$ cat config.mk
export PLATFORM = sky130hd
export DESIGN_NAME = axi_mux_switch_ctrl
export DESIGN_NICKNAME = d
export VERILOG_FILES = /design/src/rtl/axi_mux_switch_ctrl_pkg.sv /design/src/rtl/axi_mux_switch_ctrl_outstanding_ctr.sv /design/src/rtl/axi_mux_switch_ctrl.sv
export SDC_FILE = /design/constraint.sdc
export NUM_CORES = 1
export LEC_CHECK = 0
export BUFFER_PORTS_ARGS = -buffer_cell sky130_fd_sc_hd__buf_2
export CORE_AREA = 2 2 207 209
export DETAILED_ROUTE_END_ITERATION = 12
export DIE_AREA = 0 0 209 211
export SLEW_MARGIN = 20
export SYNTH_ARGS = -nofsm -noshare
export SYNTH_HDL_FRONTEND = slang
export SYNTH_SLANG_ARGS = --single-unit
$ cat constraint.sdc
create_clock -name clk -period 4.2 [get_ports clk]
set_input_delay 0.42 -clock clk [delete_from_list [all_inputs] [get_ports clk]]
set_output_delay 0.42 -clock clk [all_outputs]
set_load 0.05 [all_outputs]
$ cat src/rtl/axi_mux_switch_ctrl_pkg.sv
// Shared types for the AXI mux safe-switch controller.
//   SoftRegReq / SoftRegResp : soft-register request and read response
//   axi_req_t / axi_rsp_t    : AXI bus split by direction
//                              (req = master->slave, rsp = slave->master)
//   sw_state_e               : switch FSM states
//   STAT_*                   : status word bit layout
package axi_mux_switch_ctrl_pkg;

  localparam int unsigned SR_ADDR_W = 32;
  localparam int unsigned SR_DATA_W = 64;

  typedef struct packed {
    logic                 valid;
    logic                 isWrite;
    logic [SR_ADDR_W-1:0] addr;
    logic [SR_DATA_W-1:0] data;
  } SoftRegReq;

  typedef struct packed {
    logic                 valid;
    logic [SR_DATA_W-1:0] data;
  } SoftRegResp;

  typedef struct packed {
    logic        arvalid;
    logic [31:0] araddr;
    logic [7:0]  arlen;
    logic [3:0]  arid;
    logic        rready;
    logic        awvalid;
    logic [31:0] awaddr;
    logic [7:0]  awlen;
    logic [3:0]  awid;
    logic        wvalid;
    logic [31:0] wdata;
    logic [3:0]  wstrb;
    logic        wlast;
    logic        bready;
  } axi_req_t;

  typedef struct packed {
    logic        arready;
    logic        rvalid;
    logic [31:0] rdata;
    logic [1:0]  rresp;
    logic [3:0]  rid;
    logic        rlast;
    logic        awready;
    logic        wready;
    logic        bvalid;
    logic [1:0]  bresp;
    logic [3:0]  bid;
  } axi_rsp_t;

  typedef enum logic [1:0] {
    ST_RUN    = 2'd0,
    ST_DRAIN  = 2'd1,
    ST_SWITCH = 2'd2,
    ST_SETTLE = 2'd3
  } sw_state_e;

  localparam int unsigned STAT_SEL  = 0;
  localparam int unsigned STAT_BUSY = 1;
  localparam int unsigned STAT_PEND = 2;

  function automatic logic [SR_DATA_W-1:0] pack_status(input logic pend,
                                                       input logic bsy,
                                                       input logic sl);
    logic [SR_DATA_W-1:0] d;
    d            = '0;
    d[STAT_PEND] = pend;
    d[STAT_BUSY] = bsy;
    d[STAT_SEL]  = sl;
    return d;
  endfunction

endpackage

$ cat src/rtl/axi_mux_switch_ctrl_outstanding_ctr.sv
// Saturating up/down counter of outstanding AXI transactions.
//   clk, rst : clock, async active-low reset
//   inc, dec : count up / down this cycle (both together = no change)
//   cnt      : current count
//   zero     : cnt == 0
//   full     : cnt at maximum; the owner must stop issuing increments
module axi_mux_switch_ctrl_outstanding_ctr
  import axi_mux_switch_ctrl_pkg::*;
#(
  parameter int unsigned CNT_W = 8
) (
  input  logic             clk,
  input  logic             rst,
  input  logic             inc,
  input  logic             dec,
  output logic [CNT_W-1:0] cnt,
  output logic             zero,
  output logic             full
);

  localparam logic [CNT_W-1:0] C_ONE = CNT_W'(1);

  logic [CNT_W-1:0] r_cnt;

  // Never wraps: increments at max and decrements at zero are dropped.
  always_ff @(posedge clk or negedge rst) begin
    if (!rst) begin
      r_cnt <= '0;
    end else if (inc && !dec && !full) begin
      r_cnt <= r_cnt + C_ONE;
    end else if (dec && !inc && !zero) begin
      r_cnt <= r_cnt - C_ONE;
    end
  end

  assign cnt  = r_cnt;
  assign zero = (r_cnt == '0);
  assign full = (r_cnt == '1);

endmodule

$ cat src/rtl/axi_mux_switch_ctrl.sv
// Safe-switch controller for a two-way AXI mux. Sits between the mux output
// and the downstream slave and owns the mux select. A soft-register write
// requests a new select; new AR/AW issue is stopped, outstanding reads and
// writes drain, sel flips, a settle window passes, then the bus reopens.
//   clk, rst          : clock, async active-low reset
//   sr_req / sr_resp  : soft register (write = target sel, read = status)
//   axi_up_req/_rsp   : upstream side, facing the mux output
//   axi_dn_req/_rsp   : downstream side, facing the slave
//   sel               : mux select
//   busy              : high whenever the FSM is not in RUN
//
// state     | meaning
// ----------+-------------------------------------------------
// ST_RUN    | bus open, waiting for a select request
// ST_DRAIN  | AR/AW closed, waiting for all counters to reach 0
// ST_SWITCH | one cycle, sel <- target on exit
// ST_SETTLE | gate held closed for SETTLE_CYC cycles
module axi_mux_switch_ctrl
  import axi_mux_switch_ctrl_pkg::*;
#(
  parameter logic [SR_ADDR_W-1:0] SR_ADDR    = 'h10,
  parameter int unsigned          CNT_W      = 8,
  parameter int unsigned          SETTLE_CYC = 2
) (
  input  logic       clk,
  input  logic       rst,
  input  SoftRegReq  sr_req,
  output SoftRegResp sr_resp,
  input  axi_req_t   axi_up_req,
  output axi_rsp_t   axi_up_rsp,
  output axi_req_t   axi_dn_req,
  input  axi_rsp_t   axi_dn_rsp,
  output logic       sel,
  output logic       busy
);

  localparam int unsigned     ST_W        = (SETTLE_CYC > 1) ? $clog2(SETTLE_CYC) : 1;
  localparam logic [ST_W-1:0] SETTLE_LOAD = ST_W'(SETTLE_CYC - 1);
  localparam logic [ST_W-1:0] ST_ONE      = ST_W'(1);

  sw_state_e         r_state;
  logic              r_gate;
  logic              r_busy;
  logic              r_sel;
  logic              r_target;
  logic              r_pend;
  logic [ST_W-1:0]   r_settle;
  logic              r_resp_valid;
  logic [SR_DATA_W-1:0] r_resp_data;

  logic [CNT_W-1:0]  w_rd_cnt, w_wr_cnt, w_w_cnt;
  logic              w_rd_zero, w_wr_zero, w_w_zero;
  logic              w_rd_full, w_wr_full, w_w_full;
  logic              w_ar_block, w_aw_block, w_w_block;
  logic              w_ar_hs, w_r_last_hs, w_aw_hs, w_w_last_hs, w_b_hs;
  logic              w_all_zero;
  logic              w_sr_hit, w_sr_wr, w_sr_rd;
  logic              w_unused;

  // Saturation gating applies in every state so no counter can wrap.
  assign w_ar_block = r_gate | w_rd_full;
  assign w_aw_block = r_gate | w_wr_full | w_w_full;
  // While gated, W may only carry data for an AW already issued.
  assign w_w_block  = r_gate & w_w_zero;

  always_comb begin
    axi_dn_req         = axi_up_req;
    axi_dn_req.arvalid = axi_up_req.arvalid & ~w_ar_block;
    axi_dn_req.awvalid = axi_up_req.awvalid & ~w_aw_block;
    axi_dn_req.wvalid  = axi_up_req.wvalid  & ~w_w_block;
    axi_up_rsp         = axi_dn_rsp;
    axi_up_rsp.arready = axi_dn_rsp.arready & ~w_ar_block;
    axi_up_rsp.awready = axi_dn_rsp.awready & ~w_aw_block;
    axi_up_rsp.wready  = axi_dn_rsp.wready  & ~w_w_block;
  end

  assign w_ar_hs     = axi_up_req.arvalid & axi_dn_rsp.arready & ~w_ar_block;
  assign w_aw_hs     = axi_up_req.awvalid & axi_dn_rsp.awready & ~w_aw_block;
  assign w_w_last_hs = axi_up_req.wvalid  & axi_dn_rsp.wready  & ~w_w_block & axi_up_req.wlast;
  assign w_r_last_hs = axi_dn_rsp.rvalid  & axi_up_req.rready  & axi_dn_rsp.rlast;
  assign w_b_hs      = axi_dn_rsp.bvalid  & axi_up_req.bready;

  axi_mux_switch_ctrl_outstanding_ctr #(.CNT_W(CNT_W)) u_rd_ctr (
    .clk(clk), .rst(rst), .inc(w_ar_hs), .dec(w_r_last_hs),
    .cnt(w_rd_cnt), .zero(w_rd_zero), .full(w_rd_full)
  );

  axi_mux_switch_ctrl_outstanding_ctr #(.CNT_W(CNT_W)) u_wr_ctr (
    .clk(clk), .rst(rst), .inc(w_aw_hs), .dec(w_b_hs),
    .cnt(w_wr_cnt), .zero(w_wr_zero), .full(w_wr_full)
  );

  axi_mux_switch_ctrl_outstanding_ctr #(.CNT_W(CNT_W)) u_w_ctr (
    .clk(clk), .rst(rst), .inc(w_aw_hs), .dec(w_w_last_hs),
    .cnt(w_w_cnt), .zero(w_w_zero), .full(w_w_full)
  );

  assign w_all_zero = w_rd_zero & w_wr_zero & w_w_zero;

  assign w_sr_hit = sr_req.valid && (sr_req.addr == SR_ADDR);
  assign w_sr_wr  = w_sr_hit &  sr_req.isWrite;
  assign w_sr_rd  = w_sr_hit & ~sr_req.isWrite;

  always_ff @(posedge clk or negedge rst) begin
    if (!rst) begin
      r_state  <= ST_RUN;
      r_gate   <= 1'b0;
      r_busy   <= 1'b0;
      r_sel    <= 1'b1;
      r_target <= 1'b1;
      r_pend   <= 1'b0;
      r_settle <= '0;
    end else begin
      case (r_state)
        ST_RUN: begin
          if (r_pend && (r_target != r_sel)) begin
            r_state <= ST_DRAIN;
            r_gate  <= 1'b1;
            r_busy  <= 1'b1;
          end
        end
        ST_DRAIN: begin
          if (w_all_zero) r_state <= ST_SWITCH;
        end
        ST_SWITCH: begin
          r_sel    <= r_target;
          r_settle <= SETTLE_LOAD;
          r_state  <= ST_SETTLE;
        end
        ST_SETTLE: begin
          if (r_settle == '0) begin
            r_state <= ST_RUN;
            r_gate  <= 1'b0;
            r_busy  <= 1'b0;
          end else begin
            r_settle <= r_settle - ST_ONE;
          end
        end
        default: begin
          r_state <= ST_RUN;
          r_gate  <= 1'b0;
          r_busy  <= 1'b0;
        end
      endcase

      // A fresh write wins over the clear so a request is never lost.
      // In RUN a pending request either starts a drain or is a no-op,
      // so it is consumed either way.
      if (w_sr_wr) begin
        r_target <= sr_req.data[0];
        r_pend   <= 1'b1;
      end else if ((r_state == ST_RUN) || ((r_state == ST_DRAIN) && w_all_zero)) begin
        r_pend   <= 1'b0;
      end
    end
  end

  always_ff @(posedge clk or negedge rst) begin
    if (!rst) begin
      r_resp_valid <= 1'b0;
      r_resp_data  <= '0;
    end else begin
      r_resp_valid <= w_sr_rd;
      if (w_sr_rd) r_resp_data <= pack_status(r_pend, r_busy, r_sel);
    end
  end

  assign sr_resp.valid = r_resp_valid;
  assign sr_resp.data  = r_resp_data;
  assign sel           = r_sel;
  assign busy          = r_busy;

  assign w_unused = ^{sr_req.data[SR_DATA_W-1:1], w_rd_cnt, w_wr_cnt, w_w_cnt};

endmodule

==> results by group, run 1 <==
Outcome
  • Status: complete, no violations

Placed design
  • Pre-CTS setup slack: 0.900 ns
  • Placer Congestion: 0.710
  • Placed Cells: 917
  • Hpwl dp: approximately 8000 microns
  • PortBufs: 66

Setup path
  • Most frequent CP cell: a21oi_1
  • CP Class: register to register
  • CP Capture Type: register
  • Worst path buffer plus inverter count: 0
  • WP data required: 4.36 ns
  • FF-to-FF Start: u_wr_ctr.cnt[1]$_DFFE_PN0P_
  • Flop-to-flop setup slack: 0.86 ns
  • FF-to-FF End: u_wr_ctr.cnt[6]$_DFFE_PN0P_
  • CP max FO: 9
  • Crit start category: register
  • Critical Path AT: 3.50 ns
  • R2R depth: 11
  • CP delay by family, top: simple AND/OR/NAND/NOR gates
  • Worst path max stage delay: ~0.55 ns
  • CP max-delay cell: fa_1
  • CP cell instances: nand4_1 > o21ai_1 > nor4b_2 > nand3_1 > fa_1 > a21o_1 > a21oi_1 > o21bai_1 > a21oi_1 > xnor2_1 > mux2_1

Drt
  • Via Count: around 2.5k
  • Met3 Routed Length: 1260 microns
  • DR DRC count: 0
  • Final wirelength: around 10000 microns
  • Antenna Violating Nets Remaining: 0
  • DR vias/cell: approximately 2.7
  • Wire per inst: 10.8 microns
  • Uppermost layer routed: met5
  • DRT Pass-1 Iters: 4
  • WL met1: 3220 microns
  • Initial DRC Count: 45
  • WL met2: 4250 microns

Global routing
  • Vias in the first global route: 2323
  • Initial antenna violation count: 1
  • Global router's overall resource usage: 4.25%
  • Grt ovf: 0
  • First-pass GRT wire length: approximately 14000 microns
  • Pin count of the biggest net entering global routing: 36

Clock tree
  • Clock Tree Buf Depth: 2
  • CTS Hold Bufs: 0
  • Post_cts resized: 0
  • CTS sink count: 35
  • TritonCTS clock tree: yes
  • Clock root buffer master: clkbuf_16
  • Clock latency at the later pin of the worst-skew pair: a little under 0.3 ns
  • H-tree Lvls: 2
  • Clock Pin Slew Worst Setup and Hold Paths: 0.06 ns
  • TritonCTS Buffers: 5
  • Post-CTS setup buffers: 0

Logic synthesis
  • Synth warn: 0
  • Number of synthesized flops with an enable pin: 0
  • Synthesis-stage register bit count: 35
  • Dominant synthesized flop cell: dfrtp_1
  • Cells after Synth: 489
  • Asr flop ratio synth: 100%
  • Syn avg cell area: between 8 and 9 sq um
  • Syn Std Cell Area: roughly 4300 sq um
  • Sequential share of the synthesized area: slightly above 20%
  • Yosys cell types: 54

Finish
  • Final-layout fill cell count: ~4.8k
  • Register area: roughly 880 sq um
  • Synthesis-to-layout area growth: -9.46%
  • Nets: 692
  • Multi-input logic area: ~1800 sq um
  • Share of cells above drive strength 1: 23.6%
  • Final Non-Filler Cells: approximately 930

Timing
  • FMAX: 299 MHz
  • Finish-stage setup viols: 0
  • Clk_skew: ~0.0067 ns
  • RSZ-0062 raised after global routing: false
  • Worst-Margin Slew: 0.832 ns
  • TNS Setup: 0 ns
  • Fin crit share: 79.5%
  • Pins Over Slew Limit: 0
  • Slew headroom: 44.6%
  • Final Hold Viols: 0
  • Tmin final: 3.34 ns
  • Setup ws final: ~0.86 ns

Die
  • Initial Utilization: about a tenth
  • Die Area: 44100 sq um
  • Die Span Y: approximately 210 microns
  • Site Rows: 75
  • Core Box Area: 41800 sq um
  • I/O pin count: 527
  • Die X: 209 microns

Power and ir drop
  • P_leak: about 1.7 nW
  • Power Total: 2.00 mW
  • PD cells: about 510 nW/um^2
  • VDD IR-drop max: 142 uV

Min path
  • Class of the worst hold path: primary input to async pin

Run
  • Max cap viols: 0
==> sequential cells by signal, indices dropped and copies added, names as in the netlist <==
signal        flops
r_pend            1
u_rd_ctr.cnt      8
r_target          1
r_resp_valid      1
sel               1
r_resp_data       3
busy              1
u_wr_ctr.cnt      8
r_settle          1
u_w_ctr.cnt       8
r_state           2
==> layout by cell type, fill, tap and decap left out, drive strengths merged, types with 3 or more instances in the layout <==
cell and n:
a21oi 17, or4 5, inv 12, xor2 8, and2 4, mux2i 5, nor3 5, nor2 22
buf 67, clkbuf 5, nor4 9, nor2b 4, conb 61, fa 3, nand2b 4, o21ai 7
dfrtp 33, or3 3, nand2 13, xnor2 11, clkinv 4, o21bai 3, ha 24, nand4 7
o21a 3, nand3 4, mux2 19
==> layer usage <==
layer  track usage, %  vias up
met5                0        -
met4             5.69        2
met3             2.08       99
met2             6.32      145
met1             3.75     1141
li1                 -     1121
==> power breakdown <==
part | internal (mW) | switching [mW]
Combinational | 0.458 | 0.565
Sequential | 0.461 | 0.149
Clock | 0.217 | 0.150
==> synth_stat cells (all sizes together), types with 2 or more instances <==
cell type	number	area, sq um
a21o	2	15.0
or4	5	45.0
and2	4	25.0
a21boi	2	26.3
xor2	8	70.1
nor3	5	25.0
o21a	3	22.5
nor4b	2	23.8
o21ai	7	35.0
xnor2	11	96.3
nand2b	4	25.0
a211oi	2	15.0
ha	24	300
nand3b	2	15.0
nor2	22	92.6
mux2	19	225
dfstp	2	52.6
inv	12	45.0
buf	237	1780
nor2b	4	25.0
o21bai	3	22.5
nand4	7	43.8
mux2i	5	50.1
nor4	9	56.3
nand2	13	51.3
nand3	4	20.0
dfrtp	33	826
a21oi	17	85.1
and3	2	12.5
fa	3	60.1
or2	2	12.5
or3	3	18.8
==> worst reg2reg max path: cells and delay by family (launching register included) <==
kind / cells / cell delay (ns)
adders and majority gates: 1 / 0.55
and+or+nand+nor: 3 / 1.07
muxes: 1 / 0.28
DFF: 1 / 0.44
xor gates and xnor gates: 1 / 0.08
AOI/OAI and AO/OA: 5 / 0.80
==> through the flow <==
stage / hold WS (ns) / cell area (sq um) / utilization, %
3_5_place_dp: 0.482 / 3750 / 8.97
4_1_cts: 0.275 / 3890 / 9.31
5_1_grt: 0.310 / 3890 / 9.31
6_report: 0.224 / 3890 / 9.32
2_1_floorplan: 0.124 / 4520 / -
3_3_place_gp: 0.473 / 3750 / 8.97
==> worst max path at each step <==
stage	from	endpoint	cells past startpoint
after floorplan	busy$_DFFE_PN0P_	u_wr_ctr.cnt[6]$_DFFE_PN0P_	10
final	u_wr_ctr.cnt[1]$_DFFE_PN0P_	u_wr_ctr.cnt[6]$_DFFE_PN0P_	11
after detailed placement	axi_dn_rsp[8]	u_wr_ctr.cnt[6]$_DFFE_PN0P_	11
after global routing	u_wr_ctr.cnt[1]$_DFFE_PN0P_	u_wr_ctr.cnt[7]$_DFFE_PN0P_	11
after global placement	axi_dn_rsp[8]	u_wr_ctr.cnt[6]$_DFFE_PN0P_	11
after CTS	u_wr_ctr.cnt[1]$_DFFE_PN0P_	u_wr_ctr.cnt[6]$_DFFE_PN0P_	11
==> area by class of cell <==
cell class | instances | area share, %
Inverter | 13 | 1.25
Multi-Input combinational cell | 263 | 46.5
Clock inverter | 3 | 0.386
Timing Repair Buffer | 67 | 8.68
Tap cell | 539 | 17.3
Sequential cell | 35 | 22.6
Antenna cell | 1 | 0.0643
Clock buffer | 5 | 3.22
==> logic make-up (layout without fill, tap and decap cells) <==
logic type               Yosys count  in the layout  synth area share (%)
AO/OA/AOI/OAI                     43             43                  6.46
multiplexers                      24             24                  6.41
adder cells (fa/ha/maj)           27             27                  8.39
XOR/XNOR                          19             19                  3.87
flip-flops                        35             35                  20.4
AND/OR/NAND/NOR                   89             89                  11.6
buffers and inverters            251             88                  42.7
other                              1             62                0.0873
Note: power is estimated with default switching activity, not from simulation.
==> run 2: changes to the inputs <==
==> constraint.sdc (replaced) <==
create_clock -name clk -period 3.4 [get_ports clk]
set_input_delay 0.34 -clock clk [delete_from_list [all_inputs] [get_ports clk]]
set_output_delay 0.34 -clock clk [all_outputs]
set_load 0.05 [all_outputs]
==> run 2 against run 1 <==
  * Non-clock buffer count increased by 1
  * Flip-flop and latch count did not move
  * Clock skew fell by 0.0024 ns
  * Sequential share of layout area decreased by 0.27 points
  * Combinational power rose by 25%
  * Setup slack worse by 0.65 ns
  * Global-route usage is essentially flat
  * Clock-buffer cell count increased by 1
  * First-iteration DRC count increased by 47%
  * Clock power increased by 48%
  * Total power increased by 28%
  * Via count rose by 1.1%
  * Critical path type unchanged
==> results by group, run 2 (synthesis results as in run 1) <==
Clock tree
  • Clock Tree Buf Depth: 2 (unchanged)
  • TritonCTS clock tree: yes
  • TritonCTS Buffers: 5 (unchanged)
  • Clock latency at the later pin of the worst-skew pair: 0.28 ns (about the same)
  • Post-CTS setup buffers: 0 (unchanged)
  • Clock root buffer master: clkbuf_16
  • CTS sink count: 35 (unchanged)
  • H-tree Lvls: 2 (unchanged)
  • Clock Pin Slew Worst Setup and Hold Paths: 0.05 ns (about the same)

Finish
  • Nets: 693 (+0.14%)
  • Most frequent cells in the layout: 66 x buf_2, 61 x conb_1, 33 x dfrtp_1
  • Register area: 878 sq um (unchanged)
  • Synthesis-to-layout area growth: -8.36%
  • Final-layout fill cell count: 4790 (-0.13%)
  • Multi-input logic area: 1820 sq um (+0.48%)
  • Antenna Cells: 0 (-1)
  • Share of cells above drive strength 1: 23.8% (+0.20 points)
  • Commonest non-fill, non-tap cell in the layout: buf_2
  • Final Non-Filler Cells: 926 (unchanged)

Die
  • Initial Utilization: 10.3% (unchanged)
  • Die X: 209 microns (unchanged)
  • Core Box Area: 41800 sq um (unchanged)
  • I/O pin count: 527 (unchanged)
  • Die Area: 44100 sq um (unchanged)
  • Site Rows: 75 (unchanged)
  • Die Span Y: 211 microns (unchanged)

Setup path
  • CP cell instances: or4_4 > nor2_4 > nand2_2 > a21boi_4 > inv_2 > ha_1 > a21oi_1 > nand3b_1 > a21oi_1 > o41ai_1 > mux2i_1 > xnor2_1
  • Crit start category: register
  • Most frequent CP cell: a21oi_1
  • CP max FO: 7 (-2)
  • CP max-delay cell: or4_4
  • Flop-to-flop setup slack: 0.21 ns (-0.65 ns)
  • CP delay by family, top: simple AND/OR/NAND/NOR gates
  • Critical Path AT: 3.39 ns (-0.11 ns)
  • CP Class: register to register
  • CP Capture Type: register
  • WP data required: 3.60 ns (-0.76 ns)
  • Worst path max stage delay: 0.57 ns (+0.02 ns)
  • Worst path buffer plus inverter count: 1 (+1)

Drt
  • DRT Pass-1 Iters: 4 (unchanged)
  • Initial DRC Count: 66 (+47%)
  • Final wirelength: 9920 microns (-1.1%)
  • DR DRC count: 0 (unchanged)
  • Antenna Violating Nets Remaining: 0 (unchanged)
  • Via Count: 2535 (+1.1%)
  • Wire per inst: 10.7 microns (-1.1%)
  • DR vias/cell: 2.74 (+1.1%)

Timing
  • Worst-Margin Slew: 0.812 ns (-0.0193 ns)
  • RSZ-0062 raised after global routing: false
  • Pins Over Slew Limit: 0 (unchanged)
  • Final Hold Viols: 0 (unchanged)
  • TNS Setup: 0 ns (unchanged)
  • Final worst hold slack: 0.146 ns (-0.0779 ns)
  • Finish-stage setup viols: 0 (unchanged)
  • FMAX: 314 MHz (+4.8%)
  • Setup ws final: 0.211 ns (-0.648 ns)
  • Tmin final: 3.19 ns (-0.152 ns)
  • Slew headroom: 45.8% (+1.3 points)
  • Fin crit share: 93.8% (+14 points)
  • Clk_skew: 0.00424 ns (-0.00244 ns)

Placed design
  • Placed Cells: 918 (+0.11%)
  • Pre-CTS setup slack: 0.200 ns (-0.700 ns)
  • Hpwl dp: 8160 microns (-0.68%)
  • PortBufs: 66 (unchanged)
  • Placer Congestion: 0.709 (-0.21%)

Power and ir drop
  • P_leak: 1.68 nW (+1.4%)
  • PD cells: 652 nW/um^2 (+27%)
  • VDD IR-drop max: 179 uV (+25%)
  • Power Total: 2.57 mW (+28%)

Outcome
  • Status: complete, no violations

Global routing
  • Global router's overall resource usage: 4.23% (-0.021 points)
  • Grt ovf: 0 (unchanged)
  • Initial antenna violation count: 1 (unchanged)
  • Vias in the first global route: 2412 (+3.8%)
  • First-pass GRT wire length: 14000 microns (unchanged)
  • Pin count of the biggest net entering global routing: 36 (unchanged)

Min path
  • Class of the worst hold path: primary input to async pin

Run
  • Max cap viols: 0 (unchanged)
==> run 2: cell types whose count changed in the layout (fill, tap and decap cells not counted), sizes merged <==
cell and change:
buf +1, clkinv -2, bufinv +1, clkbuf +1
diode -1
==> run 2: power breakdown <==
| group | leakage [nW] | total, mW | switching (mW) | internal (mW) |
|---|---|---|---|---|
| combinational | 1.17 | 1.27 | 0.704 | 0.570 |
| clock | 0.0868 | 0.541 | 0.177 | 0.364 |
| sequential | 0.424 | 0.753 | 0.183 | 0.569 |
| total | 1.68 | 2.57 | 1.06 | 1.50 |
==> run 2: layout make-up <==
cell class / count / area share, %
Sequential cell: 35 / 22.3
Clock buffer: 6 / 3.53
Inverter: 13 / 1.24
Clock inverter: 2 / 0.890
Tap cell: 539 / 17.1
Timing Repair Buffer: 68 / 8.77
Multi-Input combinational cell: 263 / 46.1
==> run 2: worst paths after layout <==
check | cells past startpoint | to | start
min in group clk | 2 | r_resp_valid$_DFF_PN0_ | sr_req[96]
max in group asynchronous | 1 | u_w_ctr.cnt[5]$_DFFE_PN0P_ | rst
worst max-delay path | 12 | u_w_ctr.cnt[7]$_DFFE_PN0P_ | u_w_ctr.cnt[0]$_DFFE_PN0P_
worst min-delay path | 1 | u_rd_ctr.cnt[6]$_DFFE_PN0P_ | rst
worst max register to register | 12 | u_w_ctr.cnt[7]$_DFFE_PN0P_ | u_w_ctr.cnt[0]$_DFFE_PN0P_
worst min register to register | 1 | r_resp_data[0]$_DFFE_PN0P_ | r_resp_data[0]$_DFFE_PN0P_
==> run 2: routing by layer <==
layer / GRT usage (%) / share of wire, % / vias up
met4: 5.64 / 13 / 2
li1: - / - / 1123
met3: 2.08 / 12 / 99
met2: 6.32 / 43 / 142
met1: 3.70 / 31 / 1169
met5: 0 / 0.13 / -
==> run 2: repair_timing <==
item	CTS	global route
gates resized for setup	0	1
setup endpoints to repair	0	2
hold buffers	0	0
==> run 2: through the flow <==
| stage | util, % | cell area, sq um |
|---|---|---|
| after floorplan | - | 4520 |
| after global placement | 8.99 | 3750 |
| after detailed placement | 8.99 | 3750 |
| after CTS | 9.41 | 3930 |
| after global routing | 9.43 | 3940 |
| final | 9.43 | 3940 |
